<file path="config.mk">
export PLATFORM = sky130hd
export DESIGN_NAME = seg_scan_driver
export DESIGN_NICKNAME = d
export VERILOG_FILES = /design/src/rtl/seg_pkg.sv /design/src/rtl/seg_decoder.sv /design/src/rtl/seg_scan_driver.sv
export SDC_FILE = /design/constraint.sdc
export NUM_CORES = 1
export LEC_CHECK = 0
export ABC_AREA = 1
export BUFFER_PORTS_ARGS = -buffer_cell sky130_fd_sc_hd__buf_2
export CORE_AREA = 2 2 87 72
export CTS_CLUSTER_DIAMETER = 30
export DETAILED_ROUTE_END_ITERATION = 8
export DIE_AREA = 0 0 89 74
export PLACE_DENSITY = 0.84
export SETUP_SLACK_MARGIN = 0.02
export SLEW_MARGIN = 30
export SYNTH_ARGS = -nofsm -noshare
export SYNTH_HDL_FRONTEND = slang
export SYNTH_HIERARCHICAL = 1
export SYNTH_SLANG_ARGS = --single-unit
</file>
<file path="constraint.sdc">
create_clock -name clk -period 3.7 [get_ports clk]
set_input_delay 0.925 -clock clk [delete_from_list [all_inputs] [get_ports clk]]
set_output_delay 0.925 -clock clk [all_outputs]
set_load 0.01 [all_outputs]
</file>
<file path="src/rtl/seg_pkg.sv">
// Segment constants and the BCD-to-seven-segment code map shared by the display driver.
// Segment vectors are active-high, bit0 = a through bit6 = g.
package seg_pkg;

  localparam logic [6:0] SEG_BLANK = 7'h00;
  localparam logic [6:0] SEG_DASH  = 7'h40;
  localparam logic [6:0] SEG_ERR   = 7'h79;

  function automatic logic [6:0] seg_decode(input logic [3:0] bcd);
    logic [6:0] s;
    s = SEG_ERR;
    case (bcd)
      4'h0:    s = 7'h3F;
      4'h1:    s = 7'h06;
      4'h2:    s = 7'h5B;
      4'h3:    s = 7'h4F;
      4'h4:    s = 7'h66;
      4'h5:    s = 7'h6D;
      4'h6:    s = 7'h7D;
      4'h7:    s = 7'h07;
      4'h8:    s = 7'h7F;
      4'h9:    s = 7'h6F;
      4'hA:    s = SEG_BLANK;
      4'hB:    s = SEG_DASH;
      default: s = SEG_ERR;
    endcase
    return s;
  endfunction

endpackage

</file>
<file path="src/rtl/seg_decoder.sv">
// Combinational BCD-to-segment decoder, active-high segment output.
module seg_decoder
  import seg_pkg::*;
(
  input  logic [3:0] bcd_i,
  output logic [6:0] seg_o
);

  assign seg_o = seg_decode(bcd_i);

endmodule

</file>
<file path="src/rtl/seg_scan_driver.sv">
// Multiplexed seven-segment scan driver: per-digit dead cycle, blink, and content updates
// only at frame boundaries so the display never shows a half-updated frame.
module seg_scan_driver
  import seg_pkg::*;
#(
  parameter int unsigned NUM_DIGITS     = 4,
  parameter int unsigned SCAN_DIV       = 1000,
  parameter int unsigned BLINK_FRAMES   = 64,
  parameter bit          SEG_ACTIVE_LOW = 1'b0,
  parameter bit          DIG_ACTIVE_LOW = 1'b0
) (
  input  logic                    clk,
  input  logic                    reset,
  input  logic                    load,
  input  logic [4*NUM_DIGITS-1:0] digits,
  input  logic [NUM_DIGITS-1:0]   dp_in,
  input  logic [NUM_DIGITS-1:0]   blink_mask,
  output logic [6:0]              seg,
  output logic                    seg_dp,
  output logic [NUM_DIGITS-1:0]   digit_sel,
  output logic                    frame_start
);

  localparam int unsigned PW = (SCAN_DIV > 1) ? $clog2(SCAN_DIV) : 1;
  localparam int unsigned DW = (NUM_DIGITS > 1) ? $clog2(NUM_DIGITS) : 1;
  localparam int unsigned FW = (BLINK_FRAMES > 1) ? $clog2(BLINK_FRAMES) : 1;

  localparam logic [PW-1:0] PMax = PW'(SCAN_DIV - 1);
  localparam logic [DW-1:0] DMax = DW'(NUM_DIGITS - 1);
  localparam logic [FW-1:0] FMax = FW'(BLINK_FRAMES - 1);
  localparam logic [4*NUM_DIGITS-1:0] DigReset = {NUM_DIGITS{4'hA}};

  logic [PW-1:0] p_q, p_d;
  logic [DW-1:0] d_q, d_d;
  logic [FW-1:0] f_q, f_d;
  logic          b_q, b_d;

  logic [4*NUM_DIGITS-1:0] pend_dig_q, act_dig_q;
  logic [NUM_DIGITS-1:0]   pend_dp_q, pend_blink_q, act_dp_q, act_blink_q;

  logic [6:0]            seg_q, seg_d;
  logic                  seg_dp_q, seg_dp_d;
  logic [NUM_DIGITS-1:0] digit_sel_q, digit_sel_d;
  logic                  frame_start_q;

  logic                  slot_end, boundary, blank;
  logic [3:0]            cur_dig;
  logic                  cur_dp, cur_blink;
  logic [NUM_DIGITS-1:0] sel_hot;
  logic [6:0]            cur_seg, seg_hi;

  assign slot_end = (p_q == PMax);
  assign boundary = slot_end && (d_q == DMax);

  // Mux the active-frame content for the digit currently being scanned.
  always_comb begin
    cur_dig   = 4'hA;
    cur_dp    = 1'b0;
    cur_blink = 1'b0;
    sel_hot   = '0;
    for (int unsigned i = 0; i < NUM_DIGITS; i++) begin
      if (d_q == DW'(i)) begin
        cur_dig    = act_dig_q[4*i +: 4];
        cur_dp     = act_dp_q[i];
        cur_blink  = act_blink_q[i];
        sel_hot[i] = 1'b1;
      end
    end
  end

  seg_decoder u_seg_decoder (
    .bcd_i (cur_dig),
    .seg_o (cur_seg)
  );

  always_comb begin
    p_d = slot_end ? '0 : p_q + PW'(1);
    d_d = d_q;
    if (slot_end) d_d = (d_q == DMax) ? '0 : d_q + DW'(1);
    f_d = f_q;
    b_d = b_q;
    if (boundary) begin
      if (f_q == FMax) begin
        f_d = '0;
        b_d = ~b_q;
      end else begin
        f_d = f_q + FW'(1);
      end
    end

    blank       = b_q & cur_blink;
    seg_hi      = blank ? SEG_BLANK : cur_seg;
    seg_d       = SEG_ACTIVE_LOW ? ~seg_hi : seg_hi;
    seg_dp_d    = SEG_ACTIVE_LOW ^ (cur_dp & ~blank);
    // Last cycle of each slot is a dead cycle to stop ghosting into the next digit.
    digit_sel_d = (slot_end ? '0 : sel_hot) ^ {NUM_DIGITS{DIG_ACTIVE_LOW}};
  end

  always_ff @(posedge clk) begin
    if (reset) begin
      p_q           <= '0;
      d_q           <= '0;
      f_q           <= '0;
      b_q           <= 1'b0;
      pend_dig_q    <= DigReset;
      pend_dp_q     <= '0;
      pend_blink_q  <= '0;
      act_dig_q     <= DigReset;
      act_dp_q      <= '0;
      act_blink_q   <= '0;
      seg_q         <= {7{SEG_ACTIVE_LOW}};
      seg_dp_q      <= SEG_ACTIVE_LOW;
      digit_sel_q   <= {NUM_DIGITS{DIG_ACTIVE_LOW}};
      frame_start_q <= 1'b0;
    end else begin
      p_q <= p_d;
      d_q <= d_d;
      f_q <= f_d;
      b_q <= b_d;
      if (load) begin
        pend_dig_q   <= digits;
        pend_dp_q    <= dp_in;
        pend_blink_q <= blink_mask;
      end
      // A load coinciding with the boundary bypasses pending so it is not a frame late.
      if (boundary) begin
        act_dig_q   <= load ? digits     : pend_dig_q;
        act_dp_q    <= load ? dp_in      : pend_dp_q;
        act_blink_q <= load ? blink_mask : pend_blink_q;
      end
      seg_q         <= seg_d;
      seg_dp_q      <= seg_dp_d;
      digit_sel_q   <= digit_sel_d;
      frame_start_q <= boundary;
    end
  end

  assign seg         = seg_q;
  assign seg_dp      = seg_dp_q;
  assign digit_sel   = digit_sel_q;
  assign frame_start = frame_start_q;

endmodule

</file>
==> summary.txt, run 1 <==
Timing
  • Final WS setup: 1.236 ns
  • Slew @ Worst Pin: 0.5166 ns
  • Setup TNS: 0 ns
  • Fmax: 405.9 MHz
  • Final Cycle Share: 66.59%
  • Final Setup Violations: 0
  • Fin. max-slew vios: 0
  • Relative slew margins: 65.56%
  • Hold Fails Final Rpt: 0
  • RSZ-0062 raised after global routing: false
  • Setup Skew: 0.007427 ns
  • Min Tclk post-route: 2.464 ns

Setup path
  • Crit path max fanout: 8
  • Arr. time, crit path: 2.70 ns
  • Crit end category: register
  • Flop2flop setup slack: 1.24 ns
  • R2r endpoint: seg[3]
  • CP Launch Point: d_q[0]
  • R2r startpoint: d_q[0]
  • Count of cells along the worst register-to-register path: 13
  • CP Launch Type: register
  • CP Data Required Time: 3.94 ns
  • CP Class: reg -> reg

Global routing
  • Vias in the first global route: 2596
  • Largest net degree at the start of global routing: 24
  • Antenna violations before repair: 0
  • All-Layer GR Usage: 22.43%
  • First-pass GRT wire length: 11300 µm
  • GRT overflow: 0

Pwr
  • Max VDD drop: 0.2701 mV
  • Pwr dens: 435.9 nW/µm²
  • Pleak: 1.769 nW
  • Design Power: 1.690 mW

Final layout
  • Sequential Area: 1602 µm²
  • Fill count: 481
  • Area delta synth->final: 13.14%
  • Layout cells sized above 1: 15.89%
  • Diodes inserted: 0
  • Multi-input gate area: 1558 µm²
  • Finished Layout Cells: 572
  • Nets: 525

Detailed routing
  • Antenna viol nets, final: 0
  • Drt pass-1 iters: 4
  • DR vias: 2821
  • Per-cell routed wire length: 11.69 µm
  • Final WL: 6689 µm
  • Drt drc: 0
  • DR vias/cell: 4.932
  • DR iter-0 viols: 215

Yosys
  • Post-synth net total: 487
  • Mean area per synthesized cell: 7.650 µm²
  • Post-synthesis cell count: 448
  • Mapped cell area: 3427 µm²
  • YS warnings: 6
  • Yosys top cell by area: dfxtp_1
  • #FFs+latches synth: 80
  • Sequential fraction of the synthesis area: 46.73%
  • Main area contributors after synthesis: dfxtp_1, nand2_1, nor2_1
  • Post-synth cell types: 32
  • Yosys top cell area share: 46.73%

Die
  • Rows: 25
  • Die Y: 74 µm
  • Die area: 6586 µm²
  • Die W: 89 µm
  • Starting Density: 59.54%
  • Core box area: 5756 µm²
  • Top Ports: 40

Min path
  • Hold Crit Start: pend_dig_q[3]
  • WHS Endpoint: pend_dig_q[3]
  • Hold depth: 2
  • Worst hold path class: reg -> reg

Clock tree
  • Worst-Skew Late Latency: 0.36 ns
  • CTS Hold Bufs: 0
  • Clk sinks: 80
  • H-tree depth: 3
  • Cts bufs inserted: 9
  • Root Driver: clkbuf_8
  • Clock Tree Buf Depth: 2
  • TritonCTS clock tree: built
  • Postcts setup bufs: 0
  • Clock transition at path regs: 0.08 ns
  • Post-CTS Resized: 0

Placement
  • Pre-CTS setup slack: 1.084 ns
  • PortBufs: 39
  • Final HPWL DP: 4751 µm
  • Routability cong.: 0.8447
  • Placed Cells: 556

Flow run
  • Max-Cap Viols: 0

Outcome
  • Status: finished clean
synthesized netlist by cell type (all sizes together):
master,number
a21oi,23
xor2,1
mux2i,11
dfxtp,80
xnor2,1
nand3b,2
nor3b,2
o21ai,27
nand2,117
nor3,3
ha,12
clkbuf,4
nand3,21
nor2,78
or2,2
clkinv,4
o211ai,4
o21a,1
nand4,3
buf,9
inv,43
final cells by class:
| type | count | share of cell area (%) |
|---|---|---|
| Clock buffer | 10 | 3.550 |
| Clock inverter | 6 | 2.323 |
| Inverter | 47 | 4.808 |
| Multi-Input combinational cell | 308 | 40.17 |
| Sequential cell | 80 | 41.30 |
| Tap cell | 81 | 2.614 |
| Timing Repair Buffer | 40 | 5.227 |
cells by family after synthesis:
kind of cell    count (synthesis)  synth area share [%]
compound gates                 55                 9.383
xor+xnor                        2                0.5112
fa+ha+maj                      12                 4.381
buf+inv                        60                 7.813
flops                          80                 46.73
mux                            11                 3.213
simple gates                  228                 27.97
sequential cells by signal, summed over array words and instances, names as in the netlist:
name,flops
act_dig_q,16
pend_dig_q,16
p_q,10
seg,7
f_q,6
act_blink_q,4
act_dp_q,4
digit_sel,4
pend_blink_q,4
pend_dp_q,4
d_q,2
b_q,1
frame_start,1
seg_dp,1
stage by stage:
stage                     util [%]  instance area [µm²]  hold slack (ns)
final                        67.37                 3877           0.4543
after global routing         67.37                 3877           0.4698
after CTS                    67.37                 3877           0.4578
after detailed placement     63.41                 3650           0.4405
after global placement       63.41                 3650           0.4276
after floorplan                  -                 3427           0.4175
per-layer routing:
layer  up-vias  global-route usage, %  wire length [µm]  share of wire [%]
li1       1488                      -                 -                  -
met1      1255                  30.30              3283                 49
met2        68                  34.08              2893                 43
met3        10                  6.326               417                6.2
met4         0                  9.453                93                1.4
met5         -                      0                 0                  0
worst max-delay path, stage by stage, from the launching register on:
cell      delay, ns
dfxtp_1        0.39
inv_1          0.10
ha_1           0.30
inv_1          0.28
o211ai_1       0.16
a21oi_1        0.31
inv_1          0.17
ha_1           0.31
nand2_1        0.08
nand2_1        0.06
nand2_1        0.05
nand2_1        0.05
inv_1          0.05
nor2_1         0.03
power by group:
group	internal [mW]	switching, mW
registers	0.879	0.00613
logic	0.0305	0.0517
clock network	0.402	0.321
how the worst max path moves through the flow:
stage                     slack [ns]  endpoint
after global routing            0.99    seg[3]
after detailed placement        1.08    p_q[3]
after floorplan                 1.72    seg[3]
final                           1.24    seg[3]
after CTS                       1.26    seg[3]
after global placement          1.17    p_q[3]
placed cells by master, fill, tap and decap left out, drive strengths merged:
cell type and count:
xor2 1, nand4 3, nand3 21, nor2 78
clkbuf 10, nand2 117, bufinv 2, clkinv 5
o21a 1, nor3b 2, o21ai 27, xnor2 1
clkinvlp 1, o211ai 4, nand3b 2, dfxtp 80
or2 2, mux2i 11, inv 45, nor3 3
buf 40, ha 12, a21oi 23
No activity file was read; power rests on OpenSTA's default activity.
==> run 2, diff against run 1 <==
--- a/config.mk
+++ b/config.mk
@@ -5,13 +5,13 @@
 export SDC_FILE = /design/constraint.sdc
 export NUM_CORES = 1
 export LEC_CHECK = 0
-export ABC_AREA = 1
+export ABC_AREA = 0
 export BUFFER_PORTS_ARGS = -buffer_cell sky130_fd_sc_hd__buf_2
-export CORE_AREA = 2 2 87 72
+export CORE_AREA = 2 2 93 77
 export CTS_CLUSTER_DIAMETER = 30
 export DETAILED_ROUTE_END_ITERATION = 8
-export DIE_AREA = 0 0 89 74
-export PLACE_DENSITY = 0.84
+export DIE_AREA = 0 0 95 79
+export PLACE_DENSITY = 0.76
 export SETUP_SLACK_MARGIN = 0.02
 export SLEW_MARGIN = 30
 export SYNTH_ARGS = -nofsm -noshare
==> constraint.sdc (replaced) <==
create_clock -name clk -period 2.03 [get_ports clk]
set_input_delay 0.5075 -clock clk [delete_from_list [all_inputs] [get_ports clk]]
set_output_delay 0.5075 -clock clk [all_outputs]
set_load 0.01 [all_outputs]
==> run 2 against run 1 <==
The run now ends with setup timing left. Critical path depth increased by 1. Clock skew grew 0.0027 ns. Register-to-register slack got worse by 1.3 ns. Total power increased by 88%. Cell count fell by 12%. First-iteration DRC count shrank 46%. Synthesized area is 2.4% lower. Global-route usage fell by 4.3 points. Sequential power is 82% higher. Hold slack lost 0.057 ns. Largest cell class is now multi-input combinational cells. Highest routed layer unchanged.
==> summary.txt, run 2 <==
Timing
  • Fmax: 477.9 MHz (+18%)
  • Final Cycle Share: 103.1% (+36 points)
  • Hold_ws: 0.3969 ns (-0.05744 ns)
  • Setup TNS: -0.1207 ns (-0.1207 ns)
  • Slew @ Worst Pin: 0.4040 ns (-0.1126 ns)
  • Final WS setup: -0.06241 ns (-1.299 ns)
  • Fin. max-slew vios: 0 (unchanged)
  • Setup Skew: 0.01011 ns (+0.002684 ns)
  • Hold Fails Final Rpt: 0 (unchanged)
  • Relative slew margins: 73.01% (+7.5 points)
  • Min Tclk post-route: 2.092 ns (-0.3713 ns)
  • RSZ-0062 raised after global routing: true
  • Final Setup Violations: 4 (+4)

Detailed routing
  • Per-cell routed wire length: 13.29 µm (+14%)
  • DR iter-0 viols: 117 (-46%)
  • Drt pass-1 iters: 4 (unchanged)
  • DR vias/cell: 5.101 (+3.4%)
  • Antenna viol nets, final: 0 (unchanged)
  • Drt drc: 0 (unchanged)
  • Final WL: 6683 µm (about the same)
  • DR vias: 2566 (-9.0%)

Final layout
  • Post-layout util: 62.42% (-5.0 points)
  • Sequential Area: 1607 µm² (+0.31%)
  • Most frequent cells in the layout: dfxtp_1, nor2_1, buf_2
  • Layout cells sized above 1: 29.09% (+13 points)
  • Leading cell type in the layout, fill and taps excluded: dfxtp_1
  • Finished Layout Cells: 503 (-12%)
  • Biggest regs: act_dig_q (16), pend_dig_q (16), p_q (10)
  • Area delta synth->final: 24.16%
  • Fill count: 535 (+11%)
  • Nets: 450 (-14%)
  • Diodes inserted: 0 (unchanged)
  • Multi-input gate area: 1693 µm² (+8.7%)

Pwr
  • Combinational Power Share: 4.4% (-0.5 points)
  • Seq pwr share: 50.7% (-1.7 points)
  • Pwr dens: 766.0 nW/µm² (+76%)
  • Max VDD drop: 0.4617 mV (+71%)
  • Clock Power Share: 44.9% (+2.2 points)
  • Int Pwr: 2.520 mW (+92%)
  • Pleak: 1.810 nW (+2.3%)
  • Switching power share of the total: 20.80% (-1.6 points)
  • Switch Pwr: 661.9 µW (+75%)

Die
  • Die Y: 79 µm (+6.8%)
  • Rows: 27 (+8.0%)
  • Core box area: 6655 µm² (+16%)
  • Die W: 95 µm (+6.7%)
  • Starting Density: 50.27% (-9.3 points)
  • Die area: 7505 µm² (+14%)
  • Top Ports: 40 (unchanged)

Placement
  • PortBufs: 39 (unchanged)
  • Pre-CTS setup slack: -0.07014 ns (-1.155 ns)
  • Placed Cells: 475 (-15%)
  • Routability cong.: 0.8322 (-1.5%)
  • Final HPWL DP: 4559 µm (-4.0%)

Clock tree
  • TritonCTS clock tree: built
  • H-tree depth: 3 (unchanged)
  • Clock Tree Buf Depth: 2 (unchanged)
  • Root Driver: clkbuf_8
  • Clk sinks: 80 (unchanged)
  • Cts bufs inserted: 9 (unchanged)
  • Clock transition at path regs: 0.09 ns (about the same)
  • Worst-Skew Late Latency: 0.35 ns (about the same)

Setup path
  • CP Data Required Time: 2.28 ns (-1.66 ns)
  • Crit end category: register
  • Arr. time, crit path: 2.35 ns (-0.35 ns)
  • Crit path max fanout: 6 (-2)
  • Count of cells along the worst register-to-register path: 14 (+1)
  • R2r endpoint: seg[5]
  • CP Launch Type: register
  • R2r startpoint: d_q[0]
  • CP Class: reg -> reg
  • Flop2flop setup slack: -0.06 ns (-1.30 ns)

Global routing
  • Largest net degree at the start of global routing: 36 (+50%)
  • GRT overflow: 0 (unchanged)
  • First-pass GRT wire length: 10390 µm (-8.0%)
  • Vias in the first global route: 2266 (-13%)
  • Antenna violations before repair: 0 (unchanged)
  • All-Layer GR Usage: 18.10% (-4.3 points)

Outcome
  • Status: finished with violations
  • Violated checks: setup timing

Yosys
  • Sequential fraction of the synthesis area: 47.87% (+1.1 points)
  • Main area contributors after synthesis: dfxtp_1, mux2i_1, nor2_1
  • #FFs+latches synth: 80 (unchanged)
  • XOR/XNOR Fraction of Synth Area: 2.094% (+1.6 points)
  • Most common cell in the netlist: dfxtp_1
  • Simple-gate share of the synthesized area: 18.70% (-9.3 points)
  • Largest family of logic cells by synthesized area: simple AND/OR/NAND/NOR gates
  • Top FF cell, synth: dfxtp_1
  • Yosys top cell area share: 47.87% (+1.1 points)
  • YS warnings: 6 (unchanged)
  • Post-synth cell types: 42 (+31%)
  • Yosys top cell by area: dfxtp_1
  • Fraction of registers with async set/reset: 0% (unchanged)
  • Post-synthesis mux area share: 8.377% (+5.2 points)
  • Post-synth net total: 392 (-20%)
  • Mean area per synthesized cell: 9.478 µm² (+24%)
  • Post-synth EDFFs: 0 (unchanged)
  • Post-synthesis cell count: 353 (-21%)
  • Compound-Gate Fraction of Synth Area: 13.31% (+3.9 points)
  • Commonest cells in the netlist: dfxtp_1, nor2_1, nand2_1
  • Adder-Cell Fraction of Synth Area: 4.488% (+0.11 points)
  • Mapped cell area: 3346 µm² (-2.4%)

Flow run
  • Max-Cap Viols: 0 (unchanged)

Min path
  • Worst hold path class: in -> reg
  • WHS Endpoint: pend_dig_q[5]
  • Hold Crit Start: digits[5]
  • Hold depth: 3 (+1)
==> run 2: changes by cell type after synthesis, sizes merged, moves of 5 or more <==
| cell | previous run | this run |
|---|---|---|
| a211oi | 0 | 13 |
| nor2 | 78 | 51 |
| nand3 | 21 | 7 |
| o21ai | 27 | 7 |
| nand2 | 117 | 32 |
| and2 | 0 | 12 |
| clkbuf | 4 | 9 |
| mux2i | 11 | 28 |
| o22a | 0 | 5 |
| xnor2 | 1 | 6 |
| inv | 43 | 10 |
==> run 2: per-layer routing <==
metal	vias to the layer above	global-route usage, %	share of wire, %
met2	45	28.30	48
met1	1186	23.62	47
met3	7	6.072	3.5
met4	0	5.797	1.1
met5	-	0	0
li1	1328	-	-
==> run 2: power by group through the flow <==
stage	Clock [mW]	Combinational (mW)	Sequential, mW
floorplan	0	0.0905	1.65
global placement	0	0.138	1.65
detailed placement	0	0.142	1.65
CTS	1.47	0.143	1.61
global route	1.53	0.159	1.62
finish	1.43	0.141	1.61
==> run 2: how the worst max path moves through the flow <==
stage                start  endpoint  slack [ns]  depth (start not counted)
floorplan           d_q[1]    seg[5]       -0.09                         13
global placement    d_q[0]    seg[5]       0.007                          7
detailed placement  d_q[0]    seg[3]       -0.07                          7
CTS                 d_q[0]    seg[5]        0.04                         12
global route        d_q[0]    seg[3]       -0.20                         13
finish              d_q[0]    seg[5]       -0.06                         14
==> run 2: final cells by class <==
type / instances / area share, %
clock buffer: 10 / 3.313
clock inverter: 6 / 2.741
inverter: 11 / 0.9940
tap: 87 / 2.620
timing repair buffer: 68 / 10.90
sequential: 80 / 38.67
multi-input combinational: 241 / 40.75
==> run 2: cells by family after synthesis <==
logic type | count (synthesis)
XOR/XNOR | 8
multiplexers | 28
AO/OA/AOI/OAI | 64
flip-flops | 80
buffers and inverters | 32
adder cells (fa/ha/maj) | 12
AND/OR/NAND/NOR | 129
==> run 2: repair_timing <==
| item | CTS | global route |
|---|---|---|
| gates cloned | 0 | 1 |
| setup endpoints to repair | 7 | 7 |
| pin swaps | 1 | 5 |
| resized for setup | 5 | 27 |
| buffers inserted | 0 | 11 |
| hold buffers | 0 | 0 |
==> run 2: worst max-delay path, cell delays in order, from the launching register on <==
cell       delay, ns
dfxtp_4         0.38
buf_6           0.10
ha_4            0.17
buf_6           0.12
nor3b_2         0.05
nor3_2          0.19
a211oi_2        0.06
a21oi_2         0.20
inv_2           0.07
buf_4           0.15
ha_4            0.16
nor2_4          0.08
a21oi_2         0.04
a2bb2oi_1       0.12
and2_1          0.13
==> run 2: through the flow <==
stage / cell area (µm²) / power, mW
2_1_floorplan: 3383 / 1.737
3_3_place_gp: 3695 / 1.786
3_5_place_dp: 3695 / 1.790
4_1_cts: 3955 / 3.229
5_1_grt: 4154 / 3.303
6_report: 4154 / 3.182
==> run 3, diff against run 2 <==
==> constraint.sdc (replaced) <==
create_clock -name clk -period 2.03 [get_ports clk]
set_input_delay 0.1015 -clock clk [delete_from_list [all_inputs] [get_ports clk]]
set_output_delay 0.1015 -clock clk [all_outputs]
set_load 0.01 [all_outputs]
==> run 3 against run 2 <==
The run still ends with setup timing left. Clock power down 12%. Via count rose by 1.6%. Register-to-register slack better by 0.06 ns. Critical path depth is 1 lower. Sequential power hardly changed. Hold slack worse by 0.39 ns. Sequential share of layout area grew 0.26 points. Die area unchanged. Routed wire length up 1.5%. Total power fell by 5.3%.
==> summary.txt, run 3 (synthesis results as in run 2) <==
Clock tree
  • Root Driver: clkbuf_8
  • Clock Tree Buf Depth: 2 (unchanged)
  • H-tree depth: 3 (unchanged)
  • TritonCTS clock tree: built
  • Cts bufs inserted: 9 (unchanged)
  • Worst-Skew Late Latency: 0.36 ns (about the same)
  • Clk sinks: 80 (unchanged)
  • Clock transition at path regs: 0.08 ns (about the same)

Timing
  • Setup TNS: -0.002194 ns (+0.1185 ns)
  • Hold_ws: 0.006294 ns (-0.3906 ns)
  • Min Tclk post-route: 2.032 ns (-0.06022 ns)
  • Hold Fails Final Rpt: 0 (unchanged)
  • Fin. max-slew vios: 0 (unchanged)
  • Slew @ Worst Pin: 0.4233 ns (+0.01924 ns)
  • Setup Skew: 0.01026 ns (+0.0001492 ns)
  • Fmax: 492.1 MHz (+3.0%)
  • Final Cycle Share: 100.1% (-3.0 points)
  • Relative slew margins: 71.78% (-1.2 points)
  • Final Setup Violations: 1 (-3)
  • Final WS setup: -0.002194 ns (+0.06022 ns)
  • RSZ-0062 raised after global routing: true

Final layout
  • Post-layout util: 62.10% (-0.32 points)
  • Multi-input gate area: 1698 µm² (+0.30%)
  • Finished Layout Cells: 505 (+0.40%)
  • Diodes inserted: 0 (unchanged)
  • Biggest regs: act_dig_q (16), pend_dig_q (16), p_q (10)
  • Layout cells sized above 1: 27.75% (-1.3 points)
  • Area delta synth->final: 23.52%
  • Sequential Area: 1609 µm² (+0.16%)
  • Nets: 452 (+0.44%)
  • Leading cell type in the layout, fill and taps excluded: dfxtp_1
  • Fill count: 561 (+4.9%)
  • Most frequent cells in the layout: dfxtp_1, nor2_1, buf_2
  • Fin area: 4133 µm² (-0.51%)

Die
  • Rows: 27 (unchanged)
  • Starting Density: 50.27% (unchanged)
  • Die area: 7505 µm² (unchanged)
  • Core box area: 6655 µm² (unchanged)
  • Die W: 95 µm (unchanged)
  • Die Y: 79 µm (unchanged)
  • Top Ports: 40 (unchanged)

Placement
  • Pre-CTS setup slack: -0.1489 ns (-0.07873 ns)
  • Final HPWL DP: 4392 µm (-3.7%)
  • PortBufs: 39 (unchanged)
  • Placed Cells: 471 (-0.84%)
  • DP Area: 3652 µm² (-1.2%)
  • Routability cong.: 0.8408 (+1.0%)

Min path
  • Worst hold path class: in -> reg
  • Hold depth: 3 (unchanged)
  • Hold Crit Start: dp_in[3]
  • WHS Endpoint: pend_dp_q[3]

Setup path
  • Crit end category: register
  • Count of cells along the worst register-to-register path: 13 (-1)
  • Most common cell on crit path: buf_4
  • Crit path max fanout: 5 (-1)
  • Arr. time, crit path: 2.29 ns (-0.06 ns)
  • Flop2flop setup slack: -0.002 ns (+0.06 ns)
  • Crit path cell chain: inv_4 > ha_4 > buf_4 > buf_4 > nand3b_1 > a21oi_1 > a21oi_1 > o21ai_0 > buf_4 > buf_4 > mux2i_1 > o21ai_1 > and2_1
  • R2r startpoint: d_q[1]
  • R2r endpoint: seg[4]
  • CP Data Required Time: 2.29 ns (about the same)
  • Delay of the slowest critical-path stage: 0.38 ns (about the same)
  • CP Class: reg -> reg
  • CP Launch Type: register
  • Worst path slowest cell: dfxtp_4

Global routing
  • All-Layer GR Usage: 18.73% (+0.63 points)
  • First-pass GRT wire length: 10810 µm (+4.1%)
  • Largest net degree at the start of global routing: 36 (unchanged)
  • Vias in the first global route: 2332 (+2.9%)
  • GRT overflow: 0 (unchanged)
  • Antenna violations before repair: 0 (unchanged)

Pwr
  • Max VDD drop: 0.4886 mV (+5.8%)
  • Pleak: 1.773 nW (-2.1%)
  • Pwr dens: 728.9 nW/µm² (-4.8%)
  • Design Power: 3.012 mW (-5.3%)

Outcome
  • Violated checks: setup timing
  • Status: finished with violations

Detailed routing
  • DR vias/cell: 5.164 (+1.2%)
  • Drt drc: 0 (unchanged)
  • DR iter-0 viols: 153 (+31%)
  • Drt pass-1 iters: 4 (unchanged)
  • Antenna viol nets, final: 0 (unchanged)
  • DR vias: 2608 (+1.6%)
  • Final WL: 6780 µm (+1.5%)
  • Per-cell routed wire length: 13.43 µm (+1.0%)

Flow run
  • Max-Cap Viols: 0 (unchanged)
run 3: critical path, delay by kind of cell, from the launching register on:
| kind | cells | cell delay [ns] |
|---|---|---|
| AOI/OAI and AO/OA | 4 | 0.39 |
| adders and majority gates | 1 | 0.17 |
| buffers and inverters | 5 | 0.63 |
| DFF | 1 | 0.38 |
| muxes | 1 | 0.15 |
| and+or+nand+nor | 2 | 0.21 |
run 3: layout make-up:
type / count / share of cell area [%]
flip-flops and latches: 80 / 38.93
inverters: 11 / 1.060
well taps: 87 / 2.634
clock buffers: 11 / 3.179
multi-input cells: 241 / 41.08
clock inverters: 5 / 1.968
repair buffers: 70 / 11.14
run 3: report_power, final:
part	total (mW)	internal [mW]	switching (mW)
Combinational	0.146	0.0662	0.0800
Sequential	1.61	1.60	0.0118
Clock	1.26	0.693	0.562
Total	3.01	2.36	0.654
run 3: worst max path at each step:
stage            from     end  slack [ns]  cells past startpoint
2_1_floorplan  d_q[1]  seg[5]       -0.09                     13
3_3_place_gp   d_q[0]  seg[2]      -0.008                      7
3_5_place_dp   d_q[0]  seg[4]       -0.15                      7
4_1_cts        d_q[1]  seg[6]        0.02                     11
5_1_grt        d_q[0]  seg[2]       -0.11                     12
6_report       d_q[1]  seg[4]      -0.002                     13
run 3: per-layer routing:
layer | global-route usage (%) | routed length [µm] | up-vias
li1 | - | - | 1329
met4 | 7.391 | 110 | 0
met5 | 0 | 0 | -
met3 | 5.503 | 321 | 13
met1 | 24.58 | 3203 | 1199
met2 | 29.01 | 3145 | 67
run 3: timing repair:
item | in CTS | in global routing
endpoints found under the hold margin | 6 | 0
hold buffers | 6 | 0
cloned | 0 | 1
pin swaps | 1 | 12
resized for setup | 6 | 31
buffers inserted | 0 | 11
setup endpoints to repair | 7 | 10
